--- config.mk ---
export PLATFORM = sky130hd
export DESIGN_NAME = gpio_ctrl_flat
export DESIGN_NICKNAME = d
export VERILOG_FILES = /design/src/rtl/gpio_pkg.sv /design/src/rtl/gpio_ctrl_if.sv /design/src/rtl/gpio_sync.sv /design/src/rtl/gpio_ctrl.sv /design/src/flat_wrapper.sv
export SDC_FILE = /design/constraint.sdc
export NUM_CORES = 1
export LEC_CHECK = 0
export ABC_AREA = 1
export CORE_UTILIZATION = 39
export CTS_CLUSTER_SIZE = 12
export DETAILED_ROUTE_END_ITERATION = 10
export HOLD_SLACK_MARGIN = 0.08
export PLACE_DENSITY = 0.9
export SLEW_MARGIN = 10
export SYNTH_ARGS = -nofsm -noshare
export SYNTH_HDL_FRONTEND = slang
export SYNTH_SLANG_ARGS = --single-unit
--- constraint.sdc ---
create_clock -name clk -period 1.55 [get_ports clk]
set_input_delay 0.3875 -clock clk [delete_from_list [all_inputs] [get_ports clk]]
set_output_delay 0.3875 -clock clk [all_outputs]
set_load 0.03 [all_outputs]
--- src/rtl/gpio_pkg.sv ---
// gpio_pkg: shared constants for the memory-mapped GPIO controller.
//   - bus and offset widths
//   - register offsets within the 32-byte window (word index Address[4:2])
//   - gpio_reg_e enum over those offsets
//   - default window base address
package gpio_pkg;

    localparam int unsigned BUS_W = 32;
    localparam int unsigned OFS_W = 3;

    localparam logic [OFS_W-1:0] OFS_OUT = 3'd0;
    localparam logic [OFS_W-1:0] OFS_DIR = 3'd1;
    localparam logic [OFS_W-1:0] OFS_IN  = 3'd2;
    localparam logic [OFS_W-1:0] OFS_SET = 3'd3;
    localparam logic [OFS_W-1:0] OFS_CLR = 3'd4;
    localparam logic [OFS_W-1:0] OFS_TGL = 3'd5;
    localparam logic [OFS_W-1:0] OFS_IE  = 3'd6;
    localparam logic [OFS_W-1:0] OFS_IS  = 3'd7;

    // Every 3-bit value maps to a register, so a cast from Address[4:2] is total.
    typedef enum logic [OFS_W-1:0] {
        REG_OUT = OFS_OUT,
        REG_DIR = OFS_DIR,
        REG_IN  = OFS_IN,
        REG_SET = OFS_SET,
        REG_CLR = OFS_CLR,
        REG_TGL = OFS_TGL,
        REG_IE  = OFS_IE,
        REG_IS  = OFS_IS
    } gpio_reg_e;

    localparam logic [BUS_W-1:0] GPIO_DEFAULT_BASE = 32'h1001_0020;

endpackage

--- src/rtl/gpio_ctrl_if.sv ---
// gpio_ctrl_if: CPU data-bus slice seen by the GPIO controller.
//   Address   CPU byte address
//   Data      CPU write data
//   MemWrite  write strobe, sampled on posedge
//   ReadData  combinational read data from the slave
// Modports: master (CPU side), slave (peripheral side).
interface gpio_ctrl_if;
    import gpio_pkg::*;

    logic [BUS_W-1:0] Address;
    logic [BUS_W-1:0] Data;
    logic             MemWrite;
    logic [BUS_W-1:0] ReadData;

    modport master (
        output Address,
        output Data,
        output MemWrite,
        input  ReadData
    );

    modport slave (
        input  Address,
        input  Data,
        input  MemWrite,
        output ReadData
    );

endinterface

--- src/rtl/gpio_sync.sv ---
// gpio_sync: multi-flop synchroniser for asynchronous pin inputs.
// Ports:
//   clk    sampling clock
//   rst_n  asynchronous active-low reset, clears every stage
//   d      asynchronous inputs (WIDTH bits)
//   q      synchronised outputs, STAGES posedges after d
// Parameters: WIDTH (bits), STAGES (depth, minimum 2).
module gpio_sync #(
    parameter int unsigned WIDTH  = 8,
    parameter int unsigned STAGES = 2
) (
    input  logic             clk,
    input  logic             rst_n,
    input  logic [WIDTH-1:0] d,
    output logic [WIDTH-1:0] q
);

    logic [STAGES-1:0][WIDTH-1:0] stage_q;

    // Shift chain: stage 0 samples the pins, the last stage is the output.
    always_ff @(posedge clk or negedge rst_n) begin
        if (!rst_n) begin
            stage_q <= '0;
        end else begin
            stage_q <= {stage_q[STAGES-2:0], d};
        end
    end

    assign q = stage_q[STAGES-1];

endmodule

--- src/rtl/gpio_ctrl.sv ---
// gpio_ctrl: memory-mapped GPIO controller behind a 32-byte window.
// Registers (offset = Address[4:2]*4): OUT, DIR, IN (RO), SET/CLR/TGL (WO),
// IE, IS (write-1-to-clear).
// Optional feature macro: GPIO_IRQ_EN (enables IE/IS, rising-edge detect, irq).
// Ports:
//   clk            system clock, all state on posedge
//   rst            asynchronous active-low reset
//   bus            gpio_ctrl_if.slave (Address, Data, MemWrite, ReadData)
//   GPIO_PORT_IN   asynchronous pin inputs
//   GPIO_PORT_OUT  output register
//   GPIO_PORT_OE   direction, 1 = drive
//   irq            level interrupt, driven from flops only
module gpio_ctrl
    import gpio_pkg::*;
#(
    parameter logic [BUS_W-1:0] BASE_ADDR   = GPIO_DEFAULT_BASE,
    parameter int unsigned      PORT_WIDTH  = 8,
    parameter int unsigned      SYNC_STAGES = 2
) (
    input  logic                  clk,
    input  logic                  rst,
    gpio_ctrl_if.slave            bus,
    input  logic [PORT_WIDTH-1:0] GPIO_PORT_IN,
    output logic [PORT_WIDTH-1:0] GPIO_PORT_OUT,
    output logic [PORT_WIDTH-1:0] GPIO_PORT_OE,
    output logic                  irq
);

    localparam int unsigned PW = PORT_WIDTH;

    // ---------------------------------------------------------------
    // Decode
    // ---------------------------------------------------------------
    logic          hit;
    logic          wr;
    gpio_reg_e     ofs;
    logic [PW-1:0] wdata;

    assign hit   = (bus.Address[BUS_W-1:5] == BASE_ADDR[BUS_W-1:5]);
    assign ofs   = gpio_reg_e'(bus.Address[4:2]);
    assign wdata = bus.Data[PW-1:0];
    assign wr    = bus.MemWrite & hit;

    // Byte-lane bits and data bits above the port width carry no meaning here.
    logic unused_bus_bits;
    assign unused_bus_bits = ^{bus.Address[1:0], bus.Data};

    // ---------------------------------------------------------------
    // Input synchroniser
    // ---------------------------------------------------------------
    logic [PW-1:0] in_sync;

    gpio_sync #(
        .WIDTH  (PW),
        .STAGES (SYNC_STAGES)
    ) u_sync (
        .clk   (clk),
        .rst_n (rst),
        .d     (GPIO_PORT_IN),
        .q     (in_sync)
    );

    // ---------------------------------------------------------------
    // OUT / DIR register bank with atomic set/clear/toggle
    // ---------------------------------------------------------------
    logic [PW-1:0] out_q;
    logic [PW-1:0] dir_q;

    always_ff @(posedge clk or negedge rst) begin
        if (!rst) begin
            out_q <= '0;
            dir_q <= '0;
        end else if (wr) begin
            case (ofs)
                REG_OUT: out_q <= wdata;
                REG_DIR: dir_q <= wdata;
                REG_SET: out_q <= out_q | wdata;
                REG_CLR: out_q <= out_q & ~wdata;
                REG_TGL: out_q <= out_q ^ wdata;
                default: ;
            endcase
        end
    end

    assign GPIO_PORT_OUT = out_q;
    assign GPIO_PORT_OE  = dir_q;

`ifdef GPIO_IRQ_EN
    // ---------------------------------------------------------------
    // Rising-edge detect and interrupt status
    // ---------------------------------------------------------------
    logic [PW-1:0] in_prev_q;
    logic [PW-1:0] ie_q;
    logic [PW-1:0] is_q;
    logic [PW-1:0] rise;
    logic [PW-1:0] w1c;

    // Pins configured as outputs never raise a status bit.
    assign rise = in_sync & ~in_prev_q & ~dir_q;
    assign w1c  = (wr && (ofs == REG_IS)) ? wdata : '0;

    always_ff @(posedge clk or negedge rst) begin
        if (!rst) begin
            in_prev_q <= '0;
            ie_q      <= '0;
            is_q      <= '0;
        end else begin
            in_prev_q <= in_sync;
            if (wr && (ofs == REG_IE)) begin
                ie_q <= wdata;
            end
            // A new rise overrides a same-cycle write-1-to-clear.
            is_q <= (is_q & ~w1c) | rise;
        end
    end

    assign irq = |(is_q & ie_q);
`else
    assign irq = 1'b0;
`endif

    // ---------------------------------------------------------------
    // Read mux: combinational, zero for misses and write-only offsets
    // ---------------------------------------------------------------
    logic [PW-1:0] rdata;

    always_comb begin
        rdata = '0;
        if (hit) begin
            case (ofs)
                REG_OUT: rdata = out_q;
                REG_DIR: rdata = dir_q;
                REG_IN:  rdata = in_sync;
`ifdef GPIO_IRQ_EN
                REG_IE:  rdata = ie_q;
                REG_IS:  rdata = is_q;
`endif
                default: rdata = '0;
            endcase
        end
    end

    assign bus.ReadData = BUS_W'(rdata);

endmodule

--- src/flat_wrapper.sv ---
// flat-port wrapper written by rule: the top's interface ports become plain ports
module gpio_ctrl_flat import gpio_pkg::*;
#(
    parameter logic [BUS_W-1:0] BASE_ADDR   = GPIO_DEFAULT_BASE,
    parameter int unsigned      PORT_WIDTH  = 8,
    parameter int unsigned      SYNC_STAGES = 2
)
  (clk, rst, GPIO_PORT_IN, GPIO_PORT_OUT, GPIO_PORT_OE, irq, bus_Address, bus_Data, bus_MemWrite, bus_ReadData);
  gpio_ctrl_if bus_i ();
  input  logic clk;
  input  logic rst;
  input  logic [PORT_WIDTH-1:0] GPIO_PORT_IN;
  output logic [PORT_WIDTH-1:0] GPIO_PORT_OUT;
  output logic [PORT_WIDTH-1:0] GPIO_PORT_OE;
  output logic irq;
  input wire logic [$bits(bus_i.Address)-1:0] bus_Address;
  input wire logic [$bits(bus_i.Data)-1:0] bus_Data;
  input wire logic [$bits(bus_i.MemWrite)-1:0] bus_MemWrite;
  output wire logic [$bits(bus_i.ReadData)-1:0] bus_ReadData;
  assign bus_i.Address = bus_Address;
  assign bus_i.Data = bus_Data;
  assign bus_i.MemWrite = bus_MemWrite;
  assign bus_ReadData = bus_i.ReadData;
  gpio_ctrl #(.BASE_ADDR(BASE_ADDR), .PORT_WIDTH(PORT_WIDTH), .SYNC_STAGES(SYNC_STAGES)) u_core (.clk(clk), .rst(rst), .bus(bus_i), .GPIO_PORT_IN(GPIO_PORT_IN), .GPIO_PORT_OUT(GPIO_PORT_OUT), .GPIO_PORT_OE(GPIO_PORT_OE), .irq(irq));
endmodule
==> flow_metrics.tcl <==
set metrics [dict create \
    outcome "complete, but fails checks" \
    failed_checks "negative setup slack" \
    path_cells "buf_4, inv_8, nand2_4, nor2_4, nand3_4, nor2_8, nand3_4, buf_12, nor2_4, buf_6" \
    grt_usage_pct 22.21 \
    die-width_um 78.41 \
    drt-initial-drc-count 223 \
    clock_sinks 32 \
    fin_cells 454 \
    cap_viol_max_count 0 \
    grt_pass1_wl_um 10430 \
    syn_area_per_cell_um2 8.104 \
    antennaDiodeCount 0 \
    setup_tns_ps -1814 \
    pin_count 124 \
    period_minus_slack_ps 1791 \
    worst_setup_path_start_kind "primary input" \
    synth_top_cell_by_area "dfrtp_1" \
    dieArea_um2 6148 \
    fin_skew_ps 2.452 \
    yosysSeqAreaShare_pct 35.16 \
    crit_required_ps 1160 \
    clk_pin_slew_ps 70 \
    cpPeakStageDelay_ps 160 \
    synth_largest_type_area_fraction_pct 35.16 \
    syn-instance-count 281 \
    globalRouteOverflowTotal 0 \
    drc 0 \
    drtAntennaViolNets 0 \
    slowest_stage "buf_12" \
    wl_per_cell_um 14.54 \
    hold_violations 0 \
    p_leak_nw 1.787 \
    cts.path.max_buffers 2 \
    wirelength_um 6600 \
    syn_area_um2 2277 \
    routabilityCongestion 0.9017 \
    fmax_mhz 558.4 \
    initial_core_util_pct 40.85 \
    vias 2283 \
    h-tree-depth 2 \
    clkLatencyLatePin_ps 290 \
    synthToLayoutAreaGrowth_pct 51.65 \
    cts_made_buffers 5 \
    first_pass_iters 4 \
    min_path_type "reg2reg" \
    grt_pass1_vias 2309 \
    crit_fanout 8 \
    synth.ff_latch_count 32 \
    dp_cells 443 \
    root_buffer "clkbuf_8" \
    floorplan.die.height_um 78.41 \
    layout-drive-gt1-share_pct 36.39 \
    viasPerCell 5.029 \
    worstPathArrival_ps 1400 \
    grt_max_degree 33 \
    netlist_top_cells_area "dfrtp_1 35%, nand2_1 9.1%, ha_1 8.8%, nand4_1 8.8%, buf_4 8.6%" \
    cts_tree "built" \
    cellPowerDensity_nw_per_um2 575.5 \
    antenna_found_initial 0 \
    setup_ws_ps -240.8 \
    finalCritPeriodShare_pct 115.5 \
    setup_violations 8 \
    end_kind "output pin" \
    slew_viol_final 0 \
    rows 27 \
    vdd_drop_max_mv 0.6602 \
    dpl.hpwl_um 4856 \
    core_um2 5574 \
    yosysUniqueCellTypes 23 \
    yosysWarnings 0 \
    cts_hold_buf 0 \
    fin_nets 472 \
    portBuffers 72 \
    rsz0062_at_grt "true" \
    path_class "in2out" \
]
-- final timing paths --
path | start | to | slack, ps | cells after the start
worst max-delay path | bus_Address[22] | bus_ReadData[6] | -240 | 10
worst min-delay path | u_core.u_sync.stage_q[1] | u_core.u_sync.q[1] | 350 | 0
worst max register to register | u_core.GPIO_PORT_OUT[4] | u_core.GPIO_PORT_OUT[4] | 200 | 6
worst min register to register | u_core.u_sync.stage_q[1] | u_core.u_sync.q[1] | 350 | 0
max in group asynchronous | rst | u_core.GPIO_PORT_OE[1] | 920 | 2
min in group asynchronous | rst | u_core.u_sync.stage_q[6] | 460 | 2
-- Yosys cell counts, drive strengths merged --
| master | number |
|---|---|
| nand3 | 31 |
| conb | 1 |
| nand4 | 32 |
| o21ai | 5 |
| inv | 39 |
| dfrtp | 32 |
| nand2 | 59 |
| buf | 31 |
| clkbuf | 2 |
| ha | 16 |
| a21oi | 8 |
| nor2 | 25 |
-- cells by family (layout without fill, tap and decap cells) --
kind of cell               after synthesis  count (layout)  share of synthesized area [%]
other                                    1              25                         0.1647
adders and majority gates               16              16                          8.791
buffers and inverters                   72             149                          17.86
and+or+nand+nor                        147             147                          35.16
DFF                                     32              32                          35.16
AOI/OAI and AO/OA                       13              13                          2.857
-- area by class of cell --
cell class / count / area [µm²]
Clock inverter: 3 / 18.77
Fill cell: 450 / 2121
Inverter: 39 / 176.4
Clock buffer: 5 / 68.82
Multi-Input combinational cell: 201 / 1366
Timing Repair Buffer: 102 / 932.1
Sequential cell: 32 / 800.8
Tap cell: 72 / 90.09
-- registers in the layout (all words and copies together) (netlist names) --
name,cells
u_core.GPIO_PORT_OE,8
u_core.GPIO_PORT_OUT,8
u_core.u_sync.q,8
u_core.u_sync.stage_q,8
-- report_power, final --
| part | switching, W | leakage (nW) | total, W | internal (W) |
|---|---|---|---|---|
| logic | 0.000293 | 1.33 | 0.000495 | 0.000202 |
| registers | 0.00000519 | 0.410 | 0.000861 | 0.000856 |
| clock network | 0.000319 | 0.0479 | 0.000632 | 0.000312 |
-- layout by cell type (no fill, tap or decap), types with 11 or more instances in the layout --
cell type,Yosys,routed
buf_2,2,11
buf_4,26,27
buf_6,3,20
clkdlybuf4s50_1,0,18
conb_1,1,25
dfrtp_1,32,32
dlygate4sd2_1,0,13
ha_1,16,16
inv_1,36,28
nand2_1,55,48
nand3_1,25,24
nand4_1,32,32
nor2_4,0,18
-- per-layer routing --
metal	GRT usage (%)	share of wire [%]	wire, µm
met1	24.82	36	2367
met2	40.44	53	3526
met3	4.884	8.1	536
met4	9.259	2.6	169
met5	0	0	0
-- per-stage QoR --
stage / setup WS (ps) / utilization, % / power [W] / cell area, µm² / hold slack [ps]
CTS: -324.1 / 60.20 / 0.001973 / 3356 / 351.0
floorplan: -216.1 / - / 0.001154 / 2455 / 91.91
detailed placement: -716.4 / 58.23 / 0.001356 / 3246 / 334.7
global placement: -696.3 / 58.23 / 0.001340 / 3246 / 331.7
global route: -298.2 / 61.95 / 0.002086 / 3453 / 360.1
finish: -240.8 / 61.95 / 0.001987 / 3453 / 347.8
-- worst max-delay path, delay by kind of cell --
kind | cells | cell delay [ps]
simple gates | 6 | 530
buf+inv | 4 | 460
-- what timing repair did --
action	4_1_cts	5_1_grt
pin swaps	27	22
endpoints found under the setup margin	38	26
cloned	0	0
resized for setup	140	42
setup buffers	3	0
(Power assumes the default switching activity.)
